### config.mk
export PLATFORM = sky130hd
export DESIGN_NAME = muldiv_unit
export DESIGN_NICKNAME = d
export VERILOG_FILES = /design/src/rtl/muldiv_unit.sv
export SDC_FILE = /design/constraint.sdc
export NUM_CORES = 1
export LEC_CHECK = 0
export BUFFER_PORTS_ARGS = -buffer_cell sky130_fd_sc_hd__buf_2
export CAP_MARGIN = 20
export CORE_MARGIN = 2
export CORE_UTILIZATION = 39
export CTS_CLUSTER_SIZE = 12
export DETAILED_ROUTE_END_ITERATION = 10
export MAX_ROUTING_LAYER = met4
export PLACE_DENSITY_LB_ADDON = 0.05
export SLEW_MARGIN = 20
export SYNTH_ARGS = -nofsm -noshare
export SYNTH_HDL_FRONTEND = slang
export SYNTH_SLANG_ARGS = --single-unit
### constraint.sdc
create_clock -name i_clk -period 4.85 [get_ports i_clk]
set_input_delay 1.2125 -clock i_clk [delete_from_list [all_inputs] [get_ports i_clk]]
set_output_delay 1.2125 -clock i_clk [all_outputs]
set_load 0.05 [all_outputs]
### src/rtl/muldiv_unit.sv
// Iterative MULT/MULTU/DIV/DIVU sequencer that owns HI/LO. It performs one shift-add or
// restoring-subtract step per cycle and stalls the front-end until the result is written.
module muldiv_unit #(
   parameter int DATA_SIZE = 32,
   parameter int OP_SIZE   = 3
) (
   input  logic                 i_clk,
   input  logic                 i_rst_n,
   input  logic                 i_start,
   input  logic [OP_SIZE-1:0]   i_op,
   input  logic                 i_flush,
   input  logic [DATA_SIZE-1:0] i_A,
   input  logic [DATA_SIZE-1:0] i_B,
   output logic                 o_stall,
   output logic                 o_busy,
   output logic                 o_done,
   output logic [DATA_SIZE-1:0] o_hi,
   output logic [DATA_SIZE-1:0] o_lo
);
   localparam int N  = DATA_SIZE;
   localparam int CW = (N > 1) ? $clog2(N) : 1;

   typedef enum logic [2:0] {S_IDLE, S_PREP, S_RUN, S_FIX, S_DONE} state_t;

   state_t           state_q, state_d;
   logic             div_q, div_d;
   logic             sgn_a_q, sgn_a_d, sgn_b_q, sgn_b_d;
   logic [N-1:0]     a_q, a_d, b_q, b_d;
   logic [2*N-1:0]   acc_q, acc_d;
   logic [CW-1:0]    cnt_q, cnt_d;
   logic [N-1:0]     hi_q, hi_d, lo_q, lo_d;

   logic             op_arith, op_signed;
   logic [N:0]       mul_sum;
   logic [N+1:0]     div_diff;
   logic [2*N-1:0]   prod_fix;
   logic [N-1:0]     quo, rem;

   assign op_arith  = (i_op <= OP_SIZE'(3));
   assign op_signed = ~i_op[0];

   // Multiply: the upper half accumulates, the product shifts right into the lower half.
   assign mul_sum  = {1'b0, acc_q[2*N-1:N]} + (b_q[0] ? {1'b0, a_q} : '0);
   // Divide: the upper half is the partial remainder, the lower half shifts dividend out and quotient in.
   assign div_diff = {1'b0, acc_q[2*N-1:N-1]} - {2'b00, b_q};
   assign prod_fix = (sgn_a_q ^ sgn_b_q) ? -acc_q : acc_q;
   assign quo      = acc_q[N-1:0];
   assign rem      = acc_q[2*N-1:N];

   always_comb begin
      state_d = state_q;
      div_d   = div_q;
      sgn_a_d = sgn_a_q;
      sgn_b_d = sgn_b_q;
      a_d     = a_q;
      b_d     = b_q;
      acc_d   = acc_q;
      cnt_d   = cnt_q;
      hi_d    = hi_q;
      lo_d    = lo_q;
      case (state_q)
         S_IDLE: begin
            if (i_start && op_arith) begin
               state_d = S_PREP;
               div_d   = i_op[1];
               sgn_a_d = op_signed & i_A[N-1];
               sgn_b_d = op_signed & i_B[N-1];
               a_d     = sgn_a_d ? -i_A : i_A;
               b_d     = sgn_b_d ? -i_B : i_B;
            end
         end
         S_PREP: begin
            acc_d   = div_q ? {{N{1'b0}}, a_q} : '0;
            cnt_d   = CW'(N - 1);
            state_d = S_RUN;
         end
         S_RUN: begin
            if (div_q) begin
               acc_d = div_diff[N+1] ? {acc_q[2*N-2:0], 1'b0}
                                     : {div_diff[N-1:0], acc_q[N-2:0], 1'b1};
            end else begin
               acc_d = {mul_sum, acc_q[N-1:1]};
               b_d   = b_q >> 1;
            end
            cnt_d = cnt_q - CW'(1);
            if (cnt_q == '0) state_d = S_FIX;
         end
         S_FIX: begin
            if (div_q) begin
               // A zero divisor leaves the dividend magnitude as remainder; re-signing it restores i_A.
               hi_d = sgn_a_q ? -rem : rem;
               lo_d = (b_q == '0) ? '1 : ((sgn_a_q ^ sgn_b_q) ? -quo : quo);
            end else begin
               {hi_d, lo_d} = prod_fix;
            end
            state_d = S_DONE;
         end
         S_DONE:  state_d = S_IDLE;
         default: state_d = S_IDLE;
      endcase
      if ((state_q == S_IDLE || state_q == S_DONE) && i_start) begin
         if (i_op == OP_SIZE'(4)) hi_d = i_A;
         if (i_op == OP_SIZE'(5)) lo_d = i_A;
      end
      if (i_flush) begin
         state_d = S_IDLE;
         hi_d    = hi_q;
         lo_d    = lo_q;
      end
   end

   always_ff @(posedge i_clk or negedge i_rst_n) begin
      if (!i_rst_n) begin
         state_q <= S_IDLE;
         div_q   <= 1'b0;
         sgn_a_q <= 1'b0;
         sgn_b_q <= 1'b0;
         a_q     <= '0;
         b_q     <= '0;
         acc_q   <= '0;
         cnt_q   <= '0;
         hi_q    <= '0;
         lo_q    <= '0;
      end else begin
         state_q <= state_d;
         div_q   <= div_d;
         sgn_a_q <= sgn_a_d;
         sgn_b_q <= sgn_b_d;
         a_q     <= a_d;
         b_q     <= b_d;
         acc_q   <= acc_d;
         cnt_q   <= cnt_d;
         hi_q    <= hi_d;
         lo_q    <= lo_d;
      end
   end

   assign o_stall = (state_q == S_PREP) || (state_q == S_RUN) || (state_q == S_FIX) ||
                    ((state_q == S_IDLE) && i_start && op_arith);
   assign o_busy  = (state_q != S_IDLE);
   assign o_done  = (state_q == S_DONE);
   assign o_hi    = hi_q;
   assign o_lo    = lo_q;
endmodule

==> results of run 1 <==
## layout make-up
type / count / area, µm²
flip-flops and latches: 203 / 5080
repair buffers: 169 / 960
multi-input cells: 1499 / 9730
inverters: 67 / 251
diodes: 4 / 10.0
clock buffers: 37 / 773
well taps: 525 / 657
fillers: 4006 / 21800
clock inverters: 12 / 214
## cell families after synthesis
logic type | Yosys count | share of synthesized area, %
AO/OA/AOI/OAI | 728 | 29.7
XOR/XNOR | 173 | 9.76
adder cells (fa/ha/maj) | 72 | 5.90
buffers and inverters | 195 | 4.76
flip-flops | 203 | 32.7
multiplexers | 19 | 1.23
AND/OR/NAND/NOR | 507 | 15.9
## sequential cells by signal (all words and copies together), names as in the netlist
register,cells
sgn_b_q,1
a_q,32
sgn_a_q,1
b_q,32
o_hi,32
o_lo,32
acc_q,64
div_q,1
state_q,3
cnt_q,5
## critical path, stage by stage, from the launching register on
cell	delay, ns
sky130_fd_sc_hd__dfrtp_1	0.43
sky130_fd_sc_hd__or3_1	0.43
sky130_fd_sc_hd__nor4_1	0.61
sky130_fd_sc_hd__nand2_1	0.40
sky130_fd_sc_hd__or2_4	0.36
sky130_fd_sc_hd__nor4b_1	0.66
sky130_fd_sc_hd__a41oi_1	0.23
sky130_fd_sc_hd__o22ai_1	0.37
sky130_fd_sc_hd__o21ai_0	0.18
sky130_fd_sc_hd__xnor2_1	0.18
sky130_fd_sc_hd__a21oi_1	0.08
## cells in the mapped netlist, types with 36 or more instances
| cell | count |
|---|---|
| sky130_fd_sc_hd__nand2_1 | 159 |
| sky130_fd_sc_hd__nor3_1 | 36 |
| sky130_fd_sc_hd__ha_1 | 70 |
| sky130_fd_sc_hd__dfrtp_1 | 203 |
| sky130_fd_sc_hd__inv_1 | 66 |
| sky130_fd_sc_hd__xor2_1 | 86 |
| sky130_fd_sc_hd__clkbuf_1 | 119 |
| sky130_fd_sc_hd__o21ai_0 | 160 |
| sky130_fd_sc_hd__xnor2_1 | 87 |
| sky130_fd_sc_hd__a21oi_1 | 217 |
| sky130_fd_sc_hd__nor2_1 | 121 |
| sky130_fd_sc_hd__and2_1 | 40 |
| sky130_fd_sc_hd__a21o_1 | 72 |
| sky130_fd_sc_hd__a22oi_1 | 46 |
## where the power goes
group          leakage, nW  total [mW]  internal (mW)  switching, mW
logic                 4.80        7.08           2.58           4.50
clock network        0.489        2.23           1.43          0.803
registers             2.41        3.36           2.35           1.01
## metrics by stage
| step | util, % | setup slack (ns) | hold WS (ns) | instance area, µm² |
|---|---|---|---|---|
| after floorplan | - | 1.28 | 0.464 | 15500 |
| after global placement | 42.3 | 0.900 | 0.482 | 16700 |
| after detailed placement | 42.3 | 0.777 | 0.489 | 16700 |
| after CTS | 44.8 | 0.768 | 0.503 | 17700 |
| after global routing | 44.8 | 0.423 | 0.516 | 17700 |
| final | 44.8 | 0.783 | 0.495 | 17700 |
## worst min-delay path by stage
stage / start / to / slack, ns / cells after the start
floorplan: a_q[6] / a_q[6] / 0.46 / 2
global placement: o_lo[30] / o_lo[30] / 0.48 / 1
detailed placement: o_lo[30] / o_lo[30] / 0.49 / 1
CTS: o_lo[30] / o_lo[30] / 0.50 / 1
global route: o_lo[9] / o_lo[9] / 0.52 / 1
finish: o_lo[30] / o_lo[30] / 0.49 / 1
## per-layer routing
layer,wire length [µm],vias to the layer above,global-route usage [%]
met5,0,-,-
met4,1220,0,6.31
met3,3540,71,4.71
met2,26000,471,43.6
met1,27500,7417,40.6
li1,-,7068,-
## placed cells by master, fill, tap and decap left out, types with 9 or more instances in the layout
cell type                   count
sky130_fd_sc_hd__mux2i_1       18
sky130_fd_sc_hd__a21o_1        72
sky130_fd_sc_hd__inv_1         66
sky130_fd_sc_hd__dfrtp_1      202
sky130_fd_sc_hd__nor3_1        35
sky130_fd_sc_hd__or3_1         23
sky130_fd_sc_hd__nor4_1        22
sky130_fd_sc_hd__a21oi_1      214
sky130_fd_sc_hd__a31oi_1       19
sky130_fd_sc_hd__nand4_1       16
sky130_fd_sc_hd__o21ai_0      160
sky130_fd_sc_hd__xor2_1        86
sky130_fd_sc_hd__or2_2         11
sky130_fd_sc_hd__o211ai_1      32
sky130_fd_sc_hd__clkbuf_16     27
sky130_fd_sc_hd__o31ai_1       22
sky130_fd_sc_hd__nor2_1       120
sky130_fd_sc_hd__ha_1          70
sky130_fd_sc_hd__nand2_1      159
sky130_fd_sc_hd__o22a_1        33
sky130_fd_sc_hd__and2_1        40
sky130_fd_sc_hd__nand3_1       16
sky130_fd_sc_hd__a22oi_1       46
sky130_fd_sc_hd__nand2b_1      13
sky130_fd_sc_hd__xnor2_1       87
sky130_fd_sc_hd__a211oi_1      12
sky130_fd_sc_hd__o41ai_1        9
sky130_fd_sc_hd__buf_2        136
sky130_fd_sc_hd__o22ai_1       35
sky130_fd_sc_hd__buf_4         30
==> results.json, run 1 <==
{
  "startpoint_type": "flop",
  "dieHeight_um": 203,
  "detail_route.first_pass.iterations": 8,
  "antenna_left": 0,
  "rr_worst_depth": 10,
  "async_reset_ff_share_pct": 100,
  "crit_path_end": "o_hi[29]",
  "maxSlewViolCount": 0,
  "reg2reg_to": "o_hi[29]",
  "slew-limit-headroom_pct": 23.1,
  "synthDominantAreaCellType": "sky130_fd_sc_hd__dfrtp_1",
  "status": "finished clean",
  "cts.sinks": 203,
  "rows": 73,
  "postSynthRegisterBits": 203,
  "yosysTopAreaCellShare_pct": 32.7,
  "ys.warnings.count": 0,
  "critical_path_class": "flop to flop",
  "tritoncts": "yes",
  "maximum_number_of_pins_on_one_net_before_global_route_repair": 102,
  "final_layout_size_suffix_gt1_share_pct": 12.4,
  "p_per_area_nw_per_um2": 717,
  "max-clock-path-buffers": 3,
  "critPathLaunch": "acc_q[4]",
  "layout.cells.non_filler": 2516,
  "finalWorstPathRequiredPeriod_ns": 4.07,
  "setup_viol_count_final": 0,
  "worstReg2RegStart": "acc_q[4]",
  "synth.area.top_cells": "sky130_fd_sc_hd__dfrtp_1 (33%), sky130_fd_sc_hd__a21oi_1 (7.0%), sky130_fd_sc_hd__ha_1 (5.6%)",
  "cts-htree-levels": 1,
  "syn-num-nets": 2040,
  "post_cts_buffers": 0,
  "grt_overflow": 0,
  "routed_wire_length_per_instance_um": 23.1,
  "initial_antenna_violation_count": 4,
  "fp.dieW_um": 203,
  "worst_case_register_to_register_setup_slack_ns": 0.78,
  "netlist_area_um2": 15500,
  "skew_ns": 0.0139,
  "power.static_leakage_nw": 7.70,
  "tritoncts_buffer_count": 27,
  "wl_um": 58200,
  "final_hold_viol_count": 0,
  "post_cts_resized": 0,
  "clk-insertion-delay-late_ns": 0.55,
  "fin_tns_setup_ns": 0,
  "critical_path_required_ns": 5.25,
  "via_count_of_the_first_global_routing_pass": 14752,
  "hp-class": "flop to flop",
  "floorplan.die_area_um2": 41400,
  "floorplan.initialDensity_pct": 39.3,
  "final_nets": 2110,
  "place_congestion": 0.909,
  "place.detailed.hpwl_um": 43800,
  "number_of_instances_in_the_synthesized_netlist": 1897,
  "area_growth_pct": 13.9,
  "cap_violations": 0,
  "remaining_drc_errors": 0,
  "grt_setup_unrepaired": "false",
  "worstMarginPinSlew_ns": 1.14,
  "worstPathMaxFanout": 6,
  "post_synth.cell_area_avg_um2": 8.18,
  "report.power.total_mw": 12.7,
  "io_pins": 138,
  "post-place-cells": 2463,
  "end_kind": "flop",
  "seq_total_area_yosys_pct": 32.7,
  "vdd_drop_max_uv": 365,
  "clkTransAtPathRegs_ns": 0.06,
  "wire_length_of_the_first_global_routing_pass_um": 89800,
  "fmax_mhz": 246,
  "period_share_pct": 83.8,
  "via_per_inst": 5.97,
  "via_count": 15027,
  "synth_top_flop_cell": "sky130_fd_sc_hd__dfrtp_1",
  "first_iter_violations": 1129,
  "post_synth_num_cell_types": 71,
  "worst_ep_arrival_time_ns": 4.47,
  "design.core.area_um2": 39500,
  "cts_root_buffer": "sky130_fd_sc_hd__clkbuf_16",
  "buffer_ports.inserted": 137,
  "grt_util_all_layers_pct": 28.8,
  "synth_edf_count": 0,
  "holdBufCountCts": 0
}
Note: power is estimated with default switching activity, not from simulation.
==> inputs of run 2 (changes only) <==
==> constraint.sdc (replaced) <==
create_clock -name i_clk -period 3.35 [get_ports i_clk]
set_input_delay 0.8375 -clock i_clk [delete_from_list [all_inputs] [get_ports i_clk]]
set_output_delay 0.8375 -clock i_clk [all_outputs]
set_load 0.05 [all_outputs]
==> results.json, run 2 (synthesis gave the netlist of run 1 again) <==
{
  "via_per_inst": 5.74,
  "cp_common_cell": "sky130_fd_sc_hd__or4_4",
  "grt_overflow": 0,
  "fin_tns_setup_ns": -1.43,
  "cts.sinks": 203,
  "tritoncts_buffer_count": 26,
  "slew-limit-headroom_pct": 30.9,
  "register_with_the_most_flip_flops": "acc_q",
  "finalWorstPathRequiredPeriod_ns": 3.56,
  "post-place-ws_ns": -0.406,
  "global_route.usage.met3_pct": 2.78,
  "max-clock-path-buffers": 3,
  "crit_buf_inv": 1,
  "skew_ns": 0.0243,
  "failing_checks": "negative setup slack",
  "worst_slack_ns": -0.211,
  "p_per_area_nw_per_um2": 1010,
  "wl_um": 57900,
  "critical_path_required_ns": 3.78,
  "worst_ep_arrival_time_ns": 3.99,
  "clk-insertion-delay-late_ns": 0.57,
  "detail_route.first_pass.iterations": 5,
  "vdd_drop_max_uv": 554,
  "n_fill_cell": 3962,
  "hp-class": "input pin to asynchronous set/reset pin",
  "grt_busiest_layer": "met2",
  "worstPathMaxFanout": 5,
  "end_kind": "flop",
  "grt_setup_unrepaired": "true",
  "floorplan.initialDensity_pct": 39.3,
  "cts-htree-levels": 1,
  "timing.critical_path.slowest_stage_cell": "sky130_fd_sc_hd__or4_4",
  "setup_viol_count_final": 13,
  "layout_common_cells": "sky130_fd_sc_hd__a21oi_1 (206), sky130_fd_sc_hd__dfrtp_1 (201), sky130_fd_sc_hd__buf_4 (179)",
  "gr-usage-met2_pct": 44.9,
  "place_congestion": 0.937,
  "via_count_of_the_first_global_routing_pass": 14984,
  "grt_util_all_layers_pct": 28.8,
  "fmax_mhz": 281,
  "crit_path_cell_trace": "or3_4 > or4_4 > or4_4 > or2_4 > or3_4 > or4_4 > buf_4 > o41ai_4 > xor2_1 > a21oi_1",
  "floorplan.die_area_um2": 41400,
  "via_count": 15290,
  "rows": 73,
  "final_nets": 2261,
  "design.core.area_um2": 39500,
  "final_layout_size_suffix_gt1_share_pct": 20.0,
  "largest_register_ffs": 64,
  "maximum_number_of_pins_on_one_net_before_global_route_repair": 74,
  "worstMarginPinSlew_ns": 1.03,
  "mostFrequentLayoutCell": "sky130_fd_sc_hd__a21oi_1",
  "buffer_ports.inserted": 137,
  "final_hold_viol_count": 0,
  "wire_length_of_the_first_global_routing_pass_um": 89900,
  "io_pins": 138,
  "clkTransAtPathRegs_ns": 0.06,
  "num_antenna_cells": 0,
  "area_growth_pct": 21.9,
  "first_iter_violations": 1080,
  "fp.dieW_um": 203,
  "place.detailed.hpwl_um": 43700,
  "initial_antenna_violation_count": 1,
  "critical_path_class": "flop to flop",
  "grtUsageMet1_pct": 40.0,
  "antenna_left": 0,
  "tritoncts": "yes",
  "period_share_pct": 106,
  "timing.critical_path.max_delay_family": "simple AND/OR/NAND/NOR gates",
  "cts_root_buffer": "sky130_fd_sc_hd__clkbuf_16",
  "power.static_leakage_nw": 8.43,
  "maxSlewViolCount": 0,
  "postLayoutCoreUtil_pct": 47.9,
  "routed_wire_length_per_instance_um": 21.7,
  "critical-path-max-stage-delay_ns": 0.56,
  "startpoint_type": "flop",
  "status": "finished, violations left",
  "remaining_drc_errors": 0,
  "cap_violations": 0,
  "dieHeight_um": 203
}
-- run 2: cell count changes in the layout (fill, tap and decap cells not counted), moves of 6 or more --
cell	change
sky130_fd_sc_hd__a21oi_2	+6
sky130_fd_sc_hd__buf_4	+149
sky130_fd_sc_hd__a21oi_1	-8
sky130_fd_sc_hd__o21ai_1	+12
sky130_fd_sc_hd__o21ai_0	-14
-- run 2: per-stage QoR --
step | instances | total power [mW] | hold WS [ns] | instance area (µm²)
after CTS | 2660 | 18.8 | 0.212 | 18700
final | 2662 | 19.0 | 0.196 | 18900
after floorplan | 1897 | 11.9 | 0.464 | 15500
after global routing | 2662 | 20.4 | 0.216 | 18900
after detailed placement | 2611 | 15.9 | 0.490 | 17800
after global placement | 2611 | 15.8 | 0.471 | 17800
-- run 2: cell type report --
type                            count  area (µm²)  share of cell area [%]
Timing Repair Buffer              321        2110                    11.2
Clock inverter                      9        81.3                   0.430
Tap cell                          525         657                    3.47
Clock buffer                       38         726                    3.84
Sequential cell                   203        5080                    26.9
Inverter                           67         251                    1.33
Multi-Input combinational cell   1499       10000                    52.9
-- run 2: metal layers --
layer	part of all wire, %	vias to the layer above
li1	-	7383
met4	2.7	0
met2	46	384
met5	0	-
met1	47	7452
met3	4.8	71
-- run 2: repair_timing --
action	4_1_cts	5_1_grt
hold buffers	0	0
endpoints found under the hold margin	0	0
pin swaps	13	17
cloned	0	0
endpoints found under the setup margin	19	59
gates resized for setup	20	43
buffers inserted	2	2
-- run 2: report_power, final --
part / switching [mW] / internal (mW)
clock network: 1.19 / 1.57
registers: 1.07 / 3.41
logic: 7.10 / 4.69
total: 9.36 / 9.68
-- run 2: worst paths after layout --
check / startpoint / to / slack [ns] / cells after the start
max reg2reg: acc_q[12] / o_hi[19] / -0.21 / 10
min reg2reg: o_lo[30] / o_lo[30] / 0.50 / 1
max in group asynchronous: i_rst_n / a_q[27] / 2.30 / 2
max: acc_q[12] / o_hi[19] / -0.21 / 10
min in group i_clk: o_lo[30] / o_lo[30] / 0.50 / 1
min: i_rst_n / b_q[5] / 0.20 / 1
